<file path="src/rtl/tele_pkg.sv">
// Shared encodings and defaults for the caller and callee telephone FSMs.
// Both sides use 3-bit state codes so traces line up across the link.
package tele_pkg;

    // Caller (dialling side) state codes
    localparam logic [2:0] CALLER_IDLE = 3'd0;
    localparam logic [2:0] CALLER_DIAL = 3'd1;
    localparam logic [2:0] CALLER_WAIT = 3'd2;
    localparam logic [2:0] CALLER_TALK = 3'd3;
    localparam logic [2:0] CALLER_DONE = 3'd4;

    // Callee (answering side) state codes
    localparam logic [2:0] RX_IDLE         = 3'd0;
    localparam logic [2:0] RX_RING         = 3'd1;
    localparam logic [2:0] RX_CONNECTED    = 3'd2;
    localparam logic [2:0] RX_CALL_TIMEOUT = 3'd3;
    localparam logic [2:0] RX_HANGUP       = 3'd4;
    localparam logic [2:0] RX_MISSED       = 3'd5;

    localparam int RING_MAX_DEF = 5;
    localparam int CALL_MAX_DEF = 250;
    localparam int CNT_W_DEF    = 8;
    localparam int MISSED_W_DEF = 4;

    typedef enum logic [2:0] {
        ST_IDLE         = RX_IDLE,
        ST_RING         = RX_RING,
        ST_CONNECTED    = RX_CONNECTED,
        ST_CALL_TIMEOUT = RX_CALL_TIMEOUT,
        ST_HANGUP       = RX_HANGUP,
        ST_MISSED       = RX_MISSED
    } rx_state_e;

endpackage

</file>
<file path="src/rtl/tele_rx_fsm_if.sv">
// Line/user signal bundle for the callee controller.
// master drives the line and keypad, slave is the controller.
interface tele_rx_fsm_if #(
    parameter int CNT_W    = 8,
    parameter int MISSED_W = 4
);
    logic                incoming_call;
    logic                answer;
    logic                reject;
    logic                hang_up;
    logic                remote_end;
    logic                ringing;
    logic                in_call;
    logic                call_timeout;
    logic                call_ended;
    logic                missed_call;
    logic                busy;
    logic [CNT_W-1:0]    call_timer;
    logic [MISSED_W-1:0] missed_count;

    modport master (
        output incoming_call, answer, reject, hang_up, remote_end,
        input  ringing, in_call, call_timeout, call_ended,
        input  missed_call, busy, call_timer, missed_count
    );

    modport slave (
        input  incoming_call, answer, reject, hang_up, remote_end,
        output ringing, in_call, call_timeout, call_ended,
        output missed_call, busy, call_timer, missed_count
    );
endinterface

</file>
<file path="src/rtl/tele_sat_counter.sv">
// Clear/increment counter; SAT=1 sticks at all-ones, SAT=0 wraps.
// Clear has priority over increment.
module tele_sat_counter #(
    parameter int W   = 8,
    parameter bit SAT = 1'b0
) (
    input  logic         clk,
    input  logic         reset_n,
    input  logic         clr,
    input  logic         inc,
    output logic [W-1:0] q
);
    localparam logic [W-1:0] MAX = '1;

    logic at_max;
    assign at_max = SAT && (q == MAX);

    // Count register: clear, or step unless pinned at saturation
    always_ff @(posedge clk or negedge reset_n) begin
        if (!reset_n)
            q <= '0;
        else if (clr)
            q <= '0;
        else if (inc && !at_max)
            q <= q + 1'b1;
    end
endmodule

</file>
<file path="src/rtl/tele_rx_fsm.sv">
// Callee-side call controller: ring, answer/reject/miss, timed call.
// Build option TELE_RX_AUTO_ANSWER_EN: ring expiry connects instead of missing.
module tele_rx_fsm
    import tele_pkg::*;
#(
    parameter int RING_MAX = RING_MAX_DEF,
    parameter int CALL_MAX = CALL_MAX_DEF,
    parameter int CNT_W    = CNT_W_DEF,
    parameter int MISSED_W = MISSED_W_DEF
) (
    input logic          clk,
    input logic          reset_n,
    tele_rx_fsm_if.slave bus
);
`ifdef TELE_RX_AUTO_ANSWER_EN
    localparam rx_state_e EXPIRE_ST = ST_CONNECTED;
`else
    localparam rx_state_e EXPIRE_ST = ST_MISSED;
`endif

    rx_state_e           state;
    rx_state_e           state_nx;
    logic                ring_inc;
    logic                call_inc;
    logic                ring_last;
    logic                call_last;
    logic                in_idle;
    logic [CNT_W-1:0]    ring_cnt;
    logic [CNT_W-1:0]    call_cnt;
    logic [MISSED_W-1:0] missed_cnt;

    assign ring_last = (ring_cnt == CNT_W'(RING_MAX - 1));
    assign call_last = (call_cnt == CNT_W'(CALL_MAX - 1));
    assign in_idle   = (state == ST_IDLE);

    // Next state and counter steps, events in priority order
    always_comb begin
        state_nx = state;
        ring_inc = 1'b0;
        call_inc = 1'b0;
        unique case (state)
            ST_IDLE: begin
                if (bus.incoming_call)
                    state_nx = ST_RING;
            end
            ST_RING: begin
                if (!bus.incoming_call)
                    state_nx = ST_MISSED;
                else if (bus.reject)
                    state_nx = ST_HANGUP;
                else if (bus.answer)
                    state_nx = ST_CONNECTED;
                else if (ring_last)
                    state_nx = EXPIRE_ST;
                else
                    ring_inc = 1'b1;
            end
            ST_CONNECTED: begin
                if (call_last)
                    state_nx = ST_CALL_TIMEOUT;
                else if (bus.hang_up || bus.remote_end)
                    state_nx = ST_HANGUP;
                else
                    call_inc = 1'b1;
            end
            ST_CALL_TIMEOUT: begin
                if (bus.hang_up)
                    state_nx = ST_IDLE;
            end
            ST_HANGUP, ST_MISSED: state_nx = ST_IDLE;
            default:              state_nx = ST_IDLE;
        endcase
    end

    // State register
    always_ff @(posedge clk or negedge reset_n) begin
        if (!reset_n)
            state <= ST_IDLE;
        else
            state <= state_nx;
    end

    tele_sat_counter #(.W(CNT_W), .SAT(1'b0)) u_ring_cnt (
        .clk     (clk),
        .reset_n (reset_n),
        .clr     (in_idle),
        .inc     (ring_inc),
        .q       (ring_cnt)
    );

    tele_sat_counter #(.W(CNT_W), .SAT(1'b0)) u_call_cnt (
        .clk     (clk),
        .reset_n (reset_n),
        .clr     (in_idle),
        .inc     (call_inc),
        .q       (call_cnt)
    );

    tele_sat_counter #(.W(MISSED_W), .SAT(1'b1)) u_missed_cnt (
        .clk     (clk),
        .reset_n (reset_n),
        .clr     (1'b0),
        .inc     (state == ST_MISSED),
        .q       (missed_cnt)
    );

    assign bus.ringing      = (state == ST_RING);
    assign bus.in_call      = (state == ST_CONNECTED);
    assign bus.call_timeout = (state == ST_CALL_TIMEOUT);
    assign bus.call_ended   = (state == ST_HANGUP) ||
                              (state == ST_CALL_TIMEOUT);
    assign bus.missed_call  = (state == ST_MISSED);
    assign bus.busy         = !in_idle;
    assign bus.call_timer   = call_cnt;
    assign bus.missed_count = missed_cnt;
endmodule

</file>
<file path="src/flat_wrapper.sv">
// flat-port wrapper written by rule: the top's interface ports become plain ports
module tele_rx_fsm_flat import tele_pkg::*;
#(
    parameter int RING_MAX = RING_MAX_DEF,
    parameter int CALL_MAX = CALL_MAX_DEF,
    parameter int CNT_W    = CNT_W_DEF,
    parameter int MISSED_W = MISSED_W_DEF
)
  (clk, reset_n, bus_incoming_call, bus_answer, bus_reject, bus_hang_up, bus_remote_end, bus_ringing, bus_in_call, bus_call_timeout, bus_call_ended, bus_missed_call, bus_busy, bus_call_timer, bus_missed_count);
  tele_rx_fsm_if #(.CNT_W(CNT_W), .MISSED_W(MISSED_W)) bus_i ();
  input logic clk;
  input logic reset_n;
  input wire logic [$bits(bus_i.incoming_call)-1:0] bus_incoming_call;
  input wire logic [$bits(bus_i.answer)-1:0] bus_answer;
  input wire logic [$bits(bus_i.reject)-1:0] bus_reject;
  input wire logic [$bits(bus_i.hang_up)-1:0] bus_hang_up;
  input wire logic [$bits(bus_i.remote_end)-1:0] bus_remote_end;
  output wire logic [$bits(bus_i.ringing)-1:0] bus_ringing;
  output wire logic [$bits(bus_i.in_call)-1:0] bus_in_call;
  output wire logic [$bits(bus_i.call_timeout)-1:0] bus_call_timeout;
  output wire logic [$bits(bus_i.call_ended)-1:0] bus_call_ended;
  output wire logic [$bits(bus_i.missed_call)-1:0] bus_missed_call;
  output wire logic [$bits(bus_i.busy)-1:0] bus_busy;
  output wire logic [$bits(bus_i.call_timer)-1:0] bus_call_timer;
  output wire logic [$bits(bus_i.missed_count)-1:0] bus_missed_count;
  assign bus_i.incoming_call = bus_incoming_call;
  assign bus_i.answer = bus_answer;
  assign bus_i.reject = bus_reject;
  assign bus_i.hang_up = bus_hang_up;
  assign bus_i.remote_end = bus_remote_end;
  assign bus_ringing = bus_i.ringing;
  assign bus_in_call = bus_i.in_call;
  assign bus_call_timeout = bus_i.call_timeout;
  assign bus_call_ended = bus_i.call_ended;
  assign bus_missed_call = bus_i.missed_call;
  assign bus_busy = bus_i.busy;
  assign bus_call_timer = bus_i.call_timer;
  assign bus_missed_count = bus_i.missed_count;
  tele_rx_fsm #(.RING_MAX(RING_MAX), .CALL_MAX(CALL_MAX), .CNT_W(CNT_W), .MISSED_W(MISSED_W)) u_core (.clk(clk), .reset_n(reset_n), .bus(bus_i));
endmodule
</file>
<file path="config.mk">
export PLATFORM = sky130hd
export DESIGN_NAME = tele_rx_fsm_flat
export DESIGN_NICKNAME = d
export VERILOG_FILES = /design/src/rtl/tele_pkg.sv /design/src/rtl/tele_rx_fsm_if.sv /design/src/rtl/tele_sat_counter.sv /design/src/rtl/tele_rx_fsm.sv /design/src/flat_wrapper.sv
export SDC_FILE = /design/constraint.sdc
export NUM_CORES = 1
export LEC_CHECK = 0
export ABC_CLOCK_PERIOD_IN_PS = 1600
export BUFFER_PORTS_ARGS = -buffer_cell sky130_fd_sc_hd__buf_2
export CAP_MARGIN = 20
export CORE_UTILIZATION = 49
export CTS_BUF_LIST = sky130_fd_sc_hd__clkbuf_4 sky130_fd_sc_hd__clkbuf_8 sky130_fd_sc_hd__clkbuf_16
export DETAILED_ROUTE_END_ITERATION = 12
export PLACE_DENSITY_LB_ADDON = 0.15
export SYNTH_ARGS = -nofsm -noshare
export SYNTH_HDL_FRONTEND = slang
export SYNTH_SLANG_ARGS = --single-unit
export TNS_END_PERCENT = 30
</file>
<file path="constraint.sdc">
create_clock -name clk -period 1.6 [get_ports clk]
set_input_delay 0.16 -clock clk [delete_from_list [all_inputs] [get_ports clk]]
set_output_delay 0.16 -clock clk [all_outputs]
set_load 0.02 [all_outputs]
</file>
After elaboration in Yosys (flattened, before gate mapping)
Index checks and enable logic that the tools add are counted.
{"block": "totals", "reg_bits": 23, "input_bits": 7, "out_inout_bits": 18, "elab_cells": 49}
{"block": "op_classes", "add_sub_neg": 3, "eq_ne": 12, "n_mux": 21, "n_reduce_logical": 9}
{"op": "2-to-1 mux 8 bit", "count": 4}
{"op": "2-to-1 mux 3 bit", "count": 8}
{"op": "adder 8 x 1 -> 8 bit (second input constant)", "count": 2}
{"op": "case mux 3 bit (4 select lines)", "count": 1}
{"op": "equality test 8 x 3 -> 1 bit (second input constant)", "count": 1}
{"op": "equality test 8 bit (second input constant)", "count": 1}
{"op": "2-to-1 mux 1 bit", "count": 8}
{"op": "equality test 3 x 2 -> 1 bit (second input constant)", "count": 2}
{"op": "equality test 3 bit (second input constant)", "count": 2}
{"op": "inequality test 5 x 4 -> 1 bit (second input constant)", "count": 1}
{"op": "adder 4 x 1 -> 4 bit (second input constant)", "count": 1}
{"op": "equality test 4 bit (second input constant)", "count": 1}
{"op": "inequality test 2 bit (second input constant)", "count": 2}
{"op": "AND reduction 4 bit", "count": 1}
{"op": "nonzero test 2 bit", "count": 2}
{"op": "equality test 3 x 1 -> 1 bit (second input constant)", "count": 1}
{"op": "logical NOT 3 bit", "count": 1}
{"op": "inequality test 3 x 1 -> 1 bit (second input constant)", "count": 1}
{"op": "logical NOT 1 bit", "count": 2}
{"op": "logical OR 1 bit", "count": 2}
{"op": "logical AND 1 bit", "count": 1}

Depth between registers and ports, before layout
Gate-level depths: netlist (run 1).
{"block": "depth", "word_depth": 8, "depth_mapped": 7, "depth_no_buf": 6}

Hierarchy
Synthesis (run 1) repeated with hierarchy kept, for this count alone.
{"block": "unflattened", "hier_cells": 133, "area_unflattened_um2": 1368.8}
{"mod": "tele_sat_counter at u_core.u_call_cnt ...", "n_inst": 2, "cells_per_inst": 37, "area_each_um2": 396.6, "seq_area_each_um2": 200.2}
{"mod": "tele_rx_fsm", "n_inst": 1, "cells_per_inst": 39, "area_each_um2": 346.6, "seq_area_each_um2": 75.1}
{"mod": "tele_sat_counter at u_core.u_missed_cnt", "n_inst": 1, "cells_per_inst": 20, "area_each_um2": 229.0, "seq_area_each_um2": 100.1}

Least setup slack after synthesis (run 1)
No wires, ideal clock.
{"block": "synth_path", "path_type": "reg-to-reg", "start": "register u_core.u_call_cnt.q[2]", "end": "register u_core.u_call_cnt.q[4]", "setup_ns": 0.129, "t_arrival_ns": 1.623, "t_required_ns": 1.471, "slack_ns": -0.153, "stages_incl_launch_ff": 5, "n_path_buf": 0, "synth_period_minus_slack_ns": 1.753, "path_cell_list": "dfrtp_1 > or3b_2 > or4_4 > nand3_2 > o21ai_2"}
{"block": "synth_via", "elab_chain_len": 4, "elab_cells_between_ends": 7, "classes_between": "1 x add/sub; 1 x eq/ne; 4 x mux; 1 x reduce/logical"}
{"item": "start, declared", "line": "tele_sat_counter.sv:11", "text": "output logic [W-1:0] q"}
{"item": "start signal, assigned", "line": "tele_sat_counter.sv:25", "text": "q <= q + 1'b1;"}
{"item": "branches (longest 4 deep; another with adder 8 x 1 -> 8 bit)"}
Parallel ways; which one is timed is not known. The select of a mux whose other input is x is not followed.
A chain may end at the register's enable or synchronous reset.

Final worst setup path (run 1)
{"block": "layout_path", "start": "register u_core.state[0]", "end": "output port bus_in_call"}
{"block": "layout_via", "elab_chain_len": 1}
{"item": "start, declared", "line": "tele_rx_fsm.sv:21", "text": "rx_state_e state;"}
{"item": "start signal, assigned", "line": "tele_rx_fsm.sv:80", "text": "state <= state_nx;"}
{"item": "equality test 3 x 2 -> 1 bit", "line": "tele_rx_fsm.sv:108", "text": "assign bus.in_call = (state == ST_CONNECTED);"}
{"item": "end, declared", "line": "flat_wrapper.sv:19", "text": "output wire logic [$bits(bus_i.in_call)-1:0] bus_in_call;"}
No other way between the ends.

==> results of run 1 <==
## power by group through the flow
stage          combinational [W]  clock (W)  sequential [W]
2_1_floorplan           0.000421          0        0.000848
3_3_place_gp            0.000824          0        0.000751
3_5_place_dp            0.000839          0        0.000759
4_1_cts                 0.000898   0.000302        0.000751
5_1_grt                  0.00102   0.000323        0.000773
6_report                0.000940   0.000289        0.000761
## registers in the layout, indices dropped and copies added (netlist names)
signal and cells:
u_core.state 3, u_core.u_missed_cnt.q 4, u_core.u_ring_cnt.q 8, u_core.u_call_cnt.q 8
## critical path: cells and delay by family, from the launching register on
family / cells / cell delay (ns)
AND/OR/NAND/NOR: 1 / 0.42
buffers and inverters: 3 / 0.31
flip-flops: 1 / 0.43
## timing repair
action | 4_1_cts | 5_1_grt
hold endpoints to repair | 23 | 0
resized for setup | 6 | 12
endpoints found under the setup margin | 9 | 17
setup buffers | 2 | 0
pin swaps | 1 | 4
hold buffers | 1 | 0
gates cloned | 0 | 0
## layout by cell type (no fill, tap or decap), drive strengths merged, types with 2 or more instances in the layout
cell	Yosys	final
or3b	2	2
ha	5	5
nor3	3	3
nor3b	2	2
xor2	4	4
buf	2	51
and4	3	3
nand3	8	8
o21ai	10	10
nand4	5	5
nor4	3	3
clkbuf	1	4
nor2	10	10
xnor2	6	6
nand3b	2	2
o211ai	4	4
or3	3	3
a21oi	2	2
inv	10	10
o31ai	2	2
dfrtp	23	23
nand2	6	6
## metrics by stage
stage,instance area [um^2],setup slack [ns]
floorplan,1310,-0.0902
global placement,1630,0.00132
detailed placement,1630,-0.0430
CTS,1700,-0.0233
global route,1760,-0.115
finish,1760,-0.0343
## worst max-delay path by stage
stage,depth (start not counted),start,endpoint
finish,4,u_core.state[0]$_DFFE_PN0P_,bus_in_call
global route,5,u_core.u_ring_cnt.q[5]$_DFFE_PN0P_,u_core.u_ring_cnt.q[2]$_DFFE_PN0P_
CTS,4,u_core.u_ring_cnt.q[5]$_DFFE_PN0P_,u_core.state[0]$_DFFE_PN0P_
detailed placement,5,u_core.state[0]$_DFFE_PN0P_,u_core.u_call_cnt.q[5]$_DFFE_PN0P_
global placement,4,u_core.state[0]$_DFFE_PN0P_,u_core.u_call_cnt.q[4]$_DFFE_PN0P_
floorplan,5,u_core.state[2]$_DFFE_PN0P_,u_core.u_ring_cnt.q[4]$_DFFE_PN0P_
## metal layers
layer / wire length, um / vias up
li1: - / 575
met1: 1500 / 573
met2: 1480 / 19
met3: 90 / 6
met4: 44 / 0
met5: 0 / -
## final cells by class
class                      count  area (um^2)  share of cell area (%)
multi-input combinational     92          721                    40.9
tap                           30         37.5                    2.13
inverter                      11         42.5                    2.41
timing repair buffer          52          354                    20.1
clock buffer                   4         30.0                    1.70
sequential                    23          577                    32.7
## kinds of logic after synthesis
logic type	Yosys count
flip-flops	23
AND/OR/NAND/NOR	51
AO/OA/AOI/OAI	25
multiplexers	1
buffers and inverters	14
XOR/XNOR	10
adder cells (fa/ha/maj)	5
==> out/qor.txt, run 1 <==
Static leakage = 0.851 nW
Netlist cell types = 41
Clock Sinks = 23
Setup_tns = -0.0757 ns
Inserted Clock Buffers = 3
Clock Path Buffers = 2
PwrDens = 1130 nW/um^2
Max VDD drop = 0.976 mV
Synth top area share = 44.2%
Clock Tree Root = clkbuf_4
Post-synth top flop = dfrtp_1
Sw Ratio = 40.6%
R2R depth = 4
Synth Area in Compound Gates = 13.5%
Final worst slack = -0.0343 ns
Simple-Gate Fraction of Synth Area = 25.2%
Rows = 18
Initial antenna violation count = 0
CP Capture Type = output pin
Top Ports = 25
Net switching power = 0.000807 W
Hold Startpoint = bus_hang_up
Crit-path most repeated cell = buf_6
Synth cell count leaders = dfrtp_1, nor2_1, inv_1, o21ai_0, nand3_1
Adder-cell area share of the yosys netlist = 4.81%
Syn nets = 141
DRT Pass-1 Iters = 4
Crit Reg-Reg Startpoint = u_core.state[0]$_DFFE_PN0P_
Fin crit share = 102%
Core region area = 2500 um^2
CTS tree = done
Synth Instances = 129
DR WL/cell = 14.7 um
CTS clk-pin slew, worst paths = 0.13 ns
Finished Core Util = 70.5%
Seq pwr share = 38.2%
Vias per inst = 5.53
Outcome = finished, violations left
Global Route Usage Sum = 22.2%
Hold Crit Depth = 2
Layout cell share with drive strength beyond 1 = 41.2%
# placed instances = 205
GRT Max-Usage Layer = met2
Hold_ws = 0.122 ns
Slowest-stage cell, CP = dfrtp_1
Clock Latency Late Sink = 0.31 ns
R2R Path End = u_core.u_call_cnt.q[4]$_DFFE_PN0P_
Final Hold Fails = 0
Yosys reg bits = 23
Full die area = 2870 um^2
CP Cell Sequence = or3b_4, inv_2, buf_6, buf_6
DRT iter0 DRCs = 34
Ys async rst share = 100%
Synth area leaders = dfrtp_1, ha_1, xnor2_1
Ys Warns = 0
Grt met1 use = 28.8%
Final setup fails = 5
Max_cap viols = 0
H-tree depth = 1
Pin count of the biggest net entering global routing = 24
Gr ovfl total = 0
Post-synthesis mux area share = 0.865%
Post-synth EDFFs = 0
Die Y = 53.5 um
Fmax achieved = 0.612 GHz
M3 GR Usage = 4.24%
Final wirelength = 3.11 mm
Setup Skew = 0.00706 ns
Layout Cells excl Fill = 212
Nets = 195
Post-Syn Area per Cell = 10.1 um^2
Clock period minus worst slack = 1.63 ns
Port buffer count = 24
Slew Limit Headroom = 64.7%
Antenna diodes = 0
Max incr delay on CP = 0.43 ns
Fillcell total = 197
Worst Hold Path EP = u_core.state[1]$_DFFE_PN0P_
CP Launch Type = flop
CP Max Fanout = 5
GPL Wtd Cong = 0.827
Area added between synthesis and finish = 35.4%
WP data arrival = 1.47 ns
Initial core utilization = 52.1%
Clock network fraction of total power = 14.5%
Post-synth top area cell = dfrtp_1
Largest family of logic cells by synthesized area = simple AND/OR/NAND/NOR gates
Vias in the first global route = 1052
First-pass GRT wire length = 4.62 mm
Leading cell type by number of instances after synthesis = dfrtp_1
Setup slack, reg-to-reg = -0.02 ns
Detail Route Antenna Nets = 0
Die W = 53.5 um
Max-slew violation count = 0
Combinational power share = 47.2%
Detail Placement HPWL = 2.21 mm
Via count = 1173
Drt drc = 0
Post-synthesis sequential area ratio = 44.2%
Cell area after synthesis = 1300 um^2
Worst setup path category = flop to output pin
Pint = 0.00118 W
CP required = 1.44 ns
Slew @ Worst Pin = 0.529 ns
Post-Synth XOR/XNOR Area = 6.73%
Power, Total = 0.00199 W
Met2 Use GR = 36.7%
Worst Hold Class = input pin to flop
RSZ-0062 raised after global routing = true
Failing checks = negative setup slack
Note: power is estimated with default switching activity, not from simulation.
==> run 2: changes to the inputs <==
CTS_CLUSTER_DIAMETER = 50   (was unset)
SKIP_CTS_REPAIR_TIMING = 1   (was unset)
==> out/qor.txt, run 2 (synthesis gave the netlist of run 1 again) <==
Die W = 53.5 um (unchanged)
Fmax achieved = 0.611 GHz (was 0.612 GHz)
DR WL/cell = 14.1 um (was 14.7 um)
Max-slew violation count = 0 (unchanged)
# placed instances = 205 (unchanged)
Pin count of the biggest net entering global routing = 24 (unchanged)
CP Capture Type = flop (was output pin)
First-pass GRT wire length = 4.62 mm (about the same)
Final wirelength = 2.97 mm (was 3.11 mm)
WP data arrival = 1.85 ns (was 1.47 ns)
RSZ-0062 raised after global routing = true (unchanged)
Final Hold Fails = 0 (unchanged)
Initial core utilization = 52.1% (unchanged)
Slew Limit Headroom = 64.7% (about the same)
Core region area = 2500 um^2 (unchanged)
Full die area = 2870 um^2 (unchanged)
Max_cap viols = 0 (unchanged)
Via count = 1160 (was 1173)
Slew @ Worst Pin = 0.530 ns (was 0.529 ns)
Layout Cells excl Fill = 210 (was 212)
CP required = 1.82 ns (was 1.44 ns)
Area added between synthesis and finish = 34.1% (was 35.4%)
Gr ovfl total = 0 (unchanged)
CP Max Fanout = 6 (was 5)
Failing checks = negative setup slack (unchanged)
Top flop regs = u_core.u_call_cnt.q: 8 flops, u_core.u_ring_cnt.q: 8 flops, u_core.u_missed_cnt.q: 4 flops (unchanged)
DRT Pass-1 Iters = 4 (unchanged)
Inserted Clock Buffers = 3 (unchanged)
GPL Wtd Cong = 0.827 (unchanged)
Nets = 193 (was 195)
PwrDens = 1100 nW/um^2 (was 1130 nW/um^2)
CTS clk-pin slew, worst paths = 0.13 ns (about the same)
CP Launch Type = flop (unchanged)
CTS tree = done (unchanged)
Final worst slack = -0.0374 ns (was -0.0343 ns)
Worst setup path category = flop to flop (was flop to output pin)
Clock Path Buffers = 2 (unchanged)
Clock Latency Late Sink = 0.31 ns (about the same)
Static leakage = 0.858 nW (was 0.851 nW)
Layout cell share with drive strength beyond 1 = 39.4% (was 41.2%)
Post-place setup slack = -0.0430 ns (unchanged)
Top Ports = 25 (unchanged)
Setup Skew = 0.00657 ns (was 0.00706 ns)
Drt drc = 0 (unchanged)
Port buffer count = 24 (unchanged)
Die Y = 53.5 um (unchanged)
Vias per inst = 5.52 (was 5.53)
Most frequent cells in the layout = buf_2, buf_4, dfrtp_1, nor2_1, inv_1 (unchanged)
Detail Route Antenna Nets = 0 (unchanged)
Clock Sinks = 23 (unchanged)
Antenna diodes = 0 (unchanged)
Finished Core Util = 69.8% (was 70.5%)
Detail Placement HPWL = 2.21 mm (unchanged)
Clock Tree Root = clkbuf_4 (unchanged)
Rows = 18 (unchanged)
Clock period minus worst slack = 1.64 ns (was 1.63 ns)
Commonest non-fill, non-tap cell in the layout = buf_2
Vias in the first global route = 1054 (was 1052)
DRT iter0 DRCs = 17 (was 34)
Worst Hold Class = input pin to flop (unchanged)
H-tree depth = 1 (unchanged)
Max VDD drop = 0.985 mV (was 0.976 mV)
Initial antenna violation count = 0 (unchanged)
Global Route Usage Sum = 22.1% (was 22.2%)
Final setup fails = 6 (was 5)
Fin crit share = 102% (about the same)
Outcome = finished, violations left (unchanged)
Setup_tns = -0.116 ns (was -0.0757 ns)
## run 2: worst paths after layout
kind	start	endpoint	slack [ns]	cells past startpoint
max	u_core.u_ring_cnt.q[5]$_DFFE_PN0P_	u_core.u_ring_cnt.q[2]$_DFFE_PN0P_	-0.04	5
min	bus_hang_up	u_core.state[1]$_DFFE_PN0P_	0.12	2
max reg2reg	u_core.u_ring_cnt.q[5]$_DFFE_PN0P_	u_core.u_ring_cnt.q[2]$_DFFE_PN0P_	-0.04	5
min reg2reg	u_core.u_missed_cnt.q[3]$_DFFE_PN0P_	u_core.u_missed_cnt.q[3]$_DFFE_PN0P_	0.53	1
max in group asynchronous	reset_n	u_core.u_call_cnt.q[2]$_DFFE_PN0P_	0.87	2
min in group asynchronous	reset_n	u_core.u_call_cnt.q[3]$_DFFE_PN0P_	0.34	2
## run 2: area by class of cell
class,instances,area (um^2)
fillers,198,754
inverters,11,43.8
well taps,30,37.5
multi-input cells,92,722
repair buffers,50,335
clock buffers,4,30.0
flip-flops and latches,23,577
## run 2: metrics by stage
| stage | hold slack (ns) | power [W] | instance area [um^2] |
|---|---|---|---|
| final | 0.122 | 0.00192 | 1750 |
| after global routing | 0.106 | 0.00205 | 1750 |
| after floorplan | -0.136 | 0.00127 | 1310 |
| after global placement | 0.161 | 0.00158 | 1630 |
| after detailed placement | 0.170 | 0.00160 | 1630 |
| after CTS | -0.180 | 0.00189 | 1660 |
## run 2: report_power, final
part	internal [W]	switching (W)
clock	0.000114	0.000176
combinational	0.000361	0.000514
sequential	0.000672	0.0000839
## run 2: per-layer routing
layer	GRT usage, %	part of all wire, %	vias to the layer above	routed length (um)
met5	0	0	-	0
met4	7.46	0.34	0	10
met3	4.24	3.2	2	94
met2	36.0	47	23	1400
met1	29.1	49	563	1460
li1	-	-	572	-
## run 2: worst max-delay path, cell delays in order (launching register included)
cell and delay (ns):
dfrtp_1 0.40, or3_1 0.38, o211ai_1 0.39, buf_4 0.22
o211ai_1 0.08, o31ai_1 0.08
==> run 3: changes to the inputs <==
CORE_UTILIZATION = 30   (was 49)
CTS_BUF_LIST = unset   (was sky130_fd_sc_hd__clkbuf_4 sky130_fd_sc_hd__clkbuf_8 sky130_fd_sc_hd__clkbuf_16)
==> out/qor.txt, run 3 (synthesis gave the netlist of run 1 again) <==
Detail Placement HPWL = 2.39 mm (was 2.21 mm)
Final worst slack = 0.00776 ns (was -0.0374 ns)
Outcome = complete, no violations (was finished, violations left)
Nets = 197 (was 193)
Top flop regs = u_core.u_call_cnt.q: 8 flops, u_core.u_ring_cnt.q: 8 flops, u_core.u_missed_cnt.q: 4 flops (unchanged)
Most frequent cells in the layout = buf_4, buf_2, dfrtp_1, nor2_1 (was buf_2, buf_4, dfrtp_1, nor2_1, inv_1)
Vias per inst = 5.00 (was 5.52)
Antenna diodes = 0 (unchanged)
Setup Skew = 0.00364 ns (was 0.00657 ns)
Die W = 67.9 um (was 53.5 um)
Commonest non-fill, non-tap cell in the layout = buf_4 (was buf_2)
Initial core utilization = 31.8% (was 52.1%)
DR WL/cell = 13.5 um (was 14.1 um)
Hold Crit Depth = 3 (was 2)
CP Launch Type = flop (unchanged)
RSZ-0062 raised after global routing = true (unchanged)
Final Hold Fails = 0 (unchanged)
Global Route Usage Sum = 15.9% (was 22.1%)
Die Y = 67.9 um (was 53.5 um)
Top Ports = 25 (unchanged)
Clock Latency Late Sink = 0.27 ns (was 0.31 ns)
Area added between synthesis and finish = 40.1% (was 34.1%)
DRT Pass-1 Iters = 4 (unchanged)
Rows = 23 (was 18)
Gr ovfl total = 0 (unchanged)
Core region area = 4090 um^2 (was 2500 um^2)
Final wirelength = 3.16 mm (was 2.97 mm)
Critical Path Sink = u_core.u_call_cnt.q[6]$_DFFE_PN0P_ (was u_core.u_ring_cnt.q[2]$_DFFE_PN0P_)
DRT iter0 DRCs = 28 (was 17)
GPL Wtd Cong = 0.811 (was 0.827)
Setup slack, reg-to-reg = 0.008 ns (was -0.04 ns)
CP Max Fanout = 5 (was 6)
Clock Sinks = 23 (unchanged)
H-tree depth = 1 (unchanged)
Crit Reg-Reg Startpoint = u_core.state[2]$_DFFE_PN0P_ (was u_core.u_ring_cnt.q[5]$_DFFE_PN0P_)
Power, Total = 0.00206 W (was 0.00192 W)
Max-slew violation count = 0 (unchanged)
Slew @ Worst Pin = 0.547 ns (was 0.530 ns)
Post-place setup slack = -0.0500 ns (was -0.0430 ns)
CTS clk-pin slew, worst paths = 0.08 ns (was 0.13 ns)
CP Capture Type = flop (unchanged)
Fmax achieved = 0.628 GHz (was 0.611 GHz)
Max_cap viols = 0 (unchanged)
Clock period minus worst slack = 1.59 ns (was 1.64 ns)
Max VDD drop = 0.710 mV (was 0.985 mV)
Fin crit share = 99.5% (was 102%)
Pin count of the biggest net entering global routing = 24 (unchanged)
# placed instances = 228 (was 205)
Layout cell share with drive strength beyond 1 = 41.3% (was 39.4%)
Initial antenna violation count = 0 (unchanged)
PwrDens = 1130 nW/um^2 (was 1100 nW/um^2)
Via count = 1170 (was 1160)
Clock Path Buffers = 2 (unchanged)
Inserted Clock Buffers = 3 (unchanged)
Vias in the first global route = 1170 (was 1054)
CTS tree = done (unchanged)
Hold_ws = 0.233 ns (was 0.122 ns)
Port buffer count = 24 (unchanged)
Worst Hold Class = input pin to flop (unchanged)
Slew Limit Headroom = 63.6% (was 64.7%)
CP required = 1.76 ns (was 1.82 ns)
CP startpoint = u_core.state[2]$_DFFE_PN0P_ (was u_core.u_ring_cnt.q[5]$_DFFE_PN0P_)
Final setup fails = 0 (was 6)
Layout Cells excl Fill = 234 (was 210)
R2R Path End = u_core.u_call_cnt.q[6]$_DFFE_PN0P_ (was u_core.u_ring_cnt.q[2]$_DFFE_PN0P_)
Detail Route Antenna Nets = 0 (unchanged)
First-pass GRT wire length = 5.42 mm (was 4.62 mm)
R2R depth = 5 (unchanged)
Full die area = 4600 um^2 (was 2870 um^2)
Worst setup path category = flop to flop (unchanged)
Static leakage = 0.883 nW (was 0.858 nW)
WP data arrival = 1.75 ns (was 1.85 ns)
Clock Tree Root = clkbuf_8 (was clkbuf_4)
Drt drc = 0 (unchanged)
-- run 3: through the flow --
step	util (%)	TNS [ns]	cell area, um^2
after CTS	42.1	-0.329	1720
after global routing	44.6	-0.378	1820
after global placement	41.0	0	1680
after floorplan	-	-0.214	1310
final	44.6	0	1820
after detailed placement	41.0	-0.0965	1680
-- run 3: per-layer routing --
| metal | wire, um | up-vias | GRT usage (%) |
|---|---|---|---|
| met5 | 0 | - | 0 |
| met4 | 50 | 0 | 6.25 |
| met3 | 115 | 5 | 2.17 |
| met2 | 1570 | 24 | 26.0 |
| met1 | 1420 | 559 | 21.2 |
| li1 | - | 582 | - |
-- run 3: how the worst min path moves through the flow --
stage | endpoint | start
floorplan | u_core.state[0]$_DFFE_PN0P_ | reset_n
detailed placement | u_core.u_call_cnt.q[1]$_DFFE_PN0P_ | reset_n
global route | u_core.state[0]$_DFFE_PN0P_ | bus_incoming_call
CTS | u_core.u_call_cnt.q[1]$_DFFE_PN0P_ | reset_n
global placement | u_core.u_call_cnt.q[1]$_DFFE_PN0P_ | reset_n
finish | u_core.state[0]$_DFFE_PN0P_ | bus_incoming_call
-- run 3: worst max-delay path: stages, from the launching register on --
cell,delay [ns]
dfrtp_1,0.43
or3b_4,0.43
buf_6,0.16
nor4_4,0.26
xnor2_1,0.15
nor2_1,0.05
-- run 3: power breakdown --
| part | switching, W | internal (W) | leakage, nW |
|---|---|---|---|
| logic | 0.000519 | 0.000411 | 0.551 |
| registers | 0.0000925 | 0.000672 | 0.309 |
| clock network | 0.000187 | 0.000178 | 0.0228 |
-- run 3: area by class of cell --
type / instances / area (um^2)
fill: 410 / 2260
multi-input combinational: 92 / 723
sequential: 23 / 577
timing repair buffer: 54 / 372
tap: 50 / 62.6
clock buffer: 4 / 45.0
inverter: 11 / 43.8
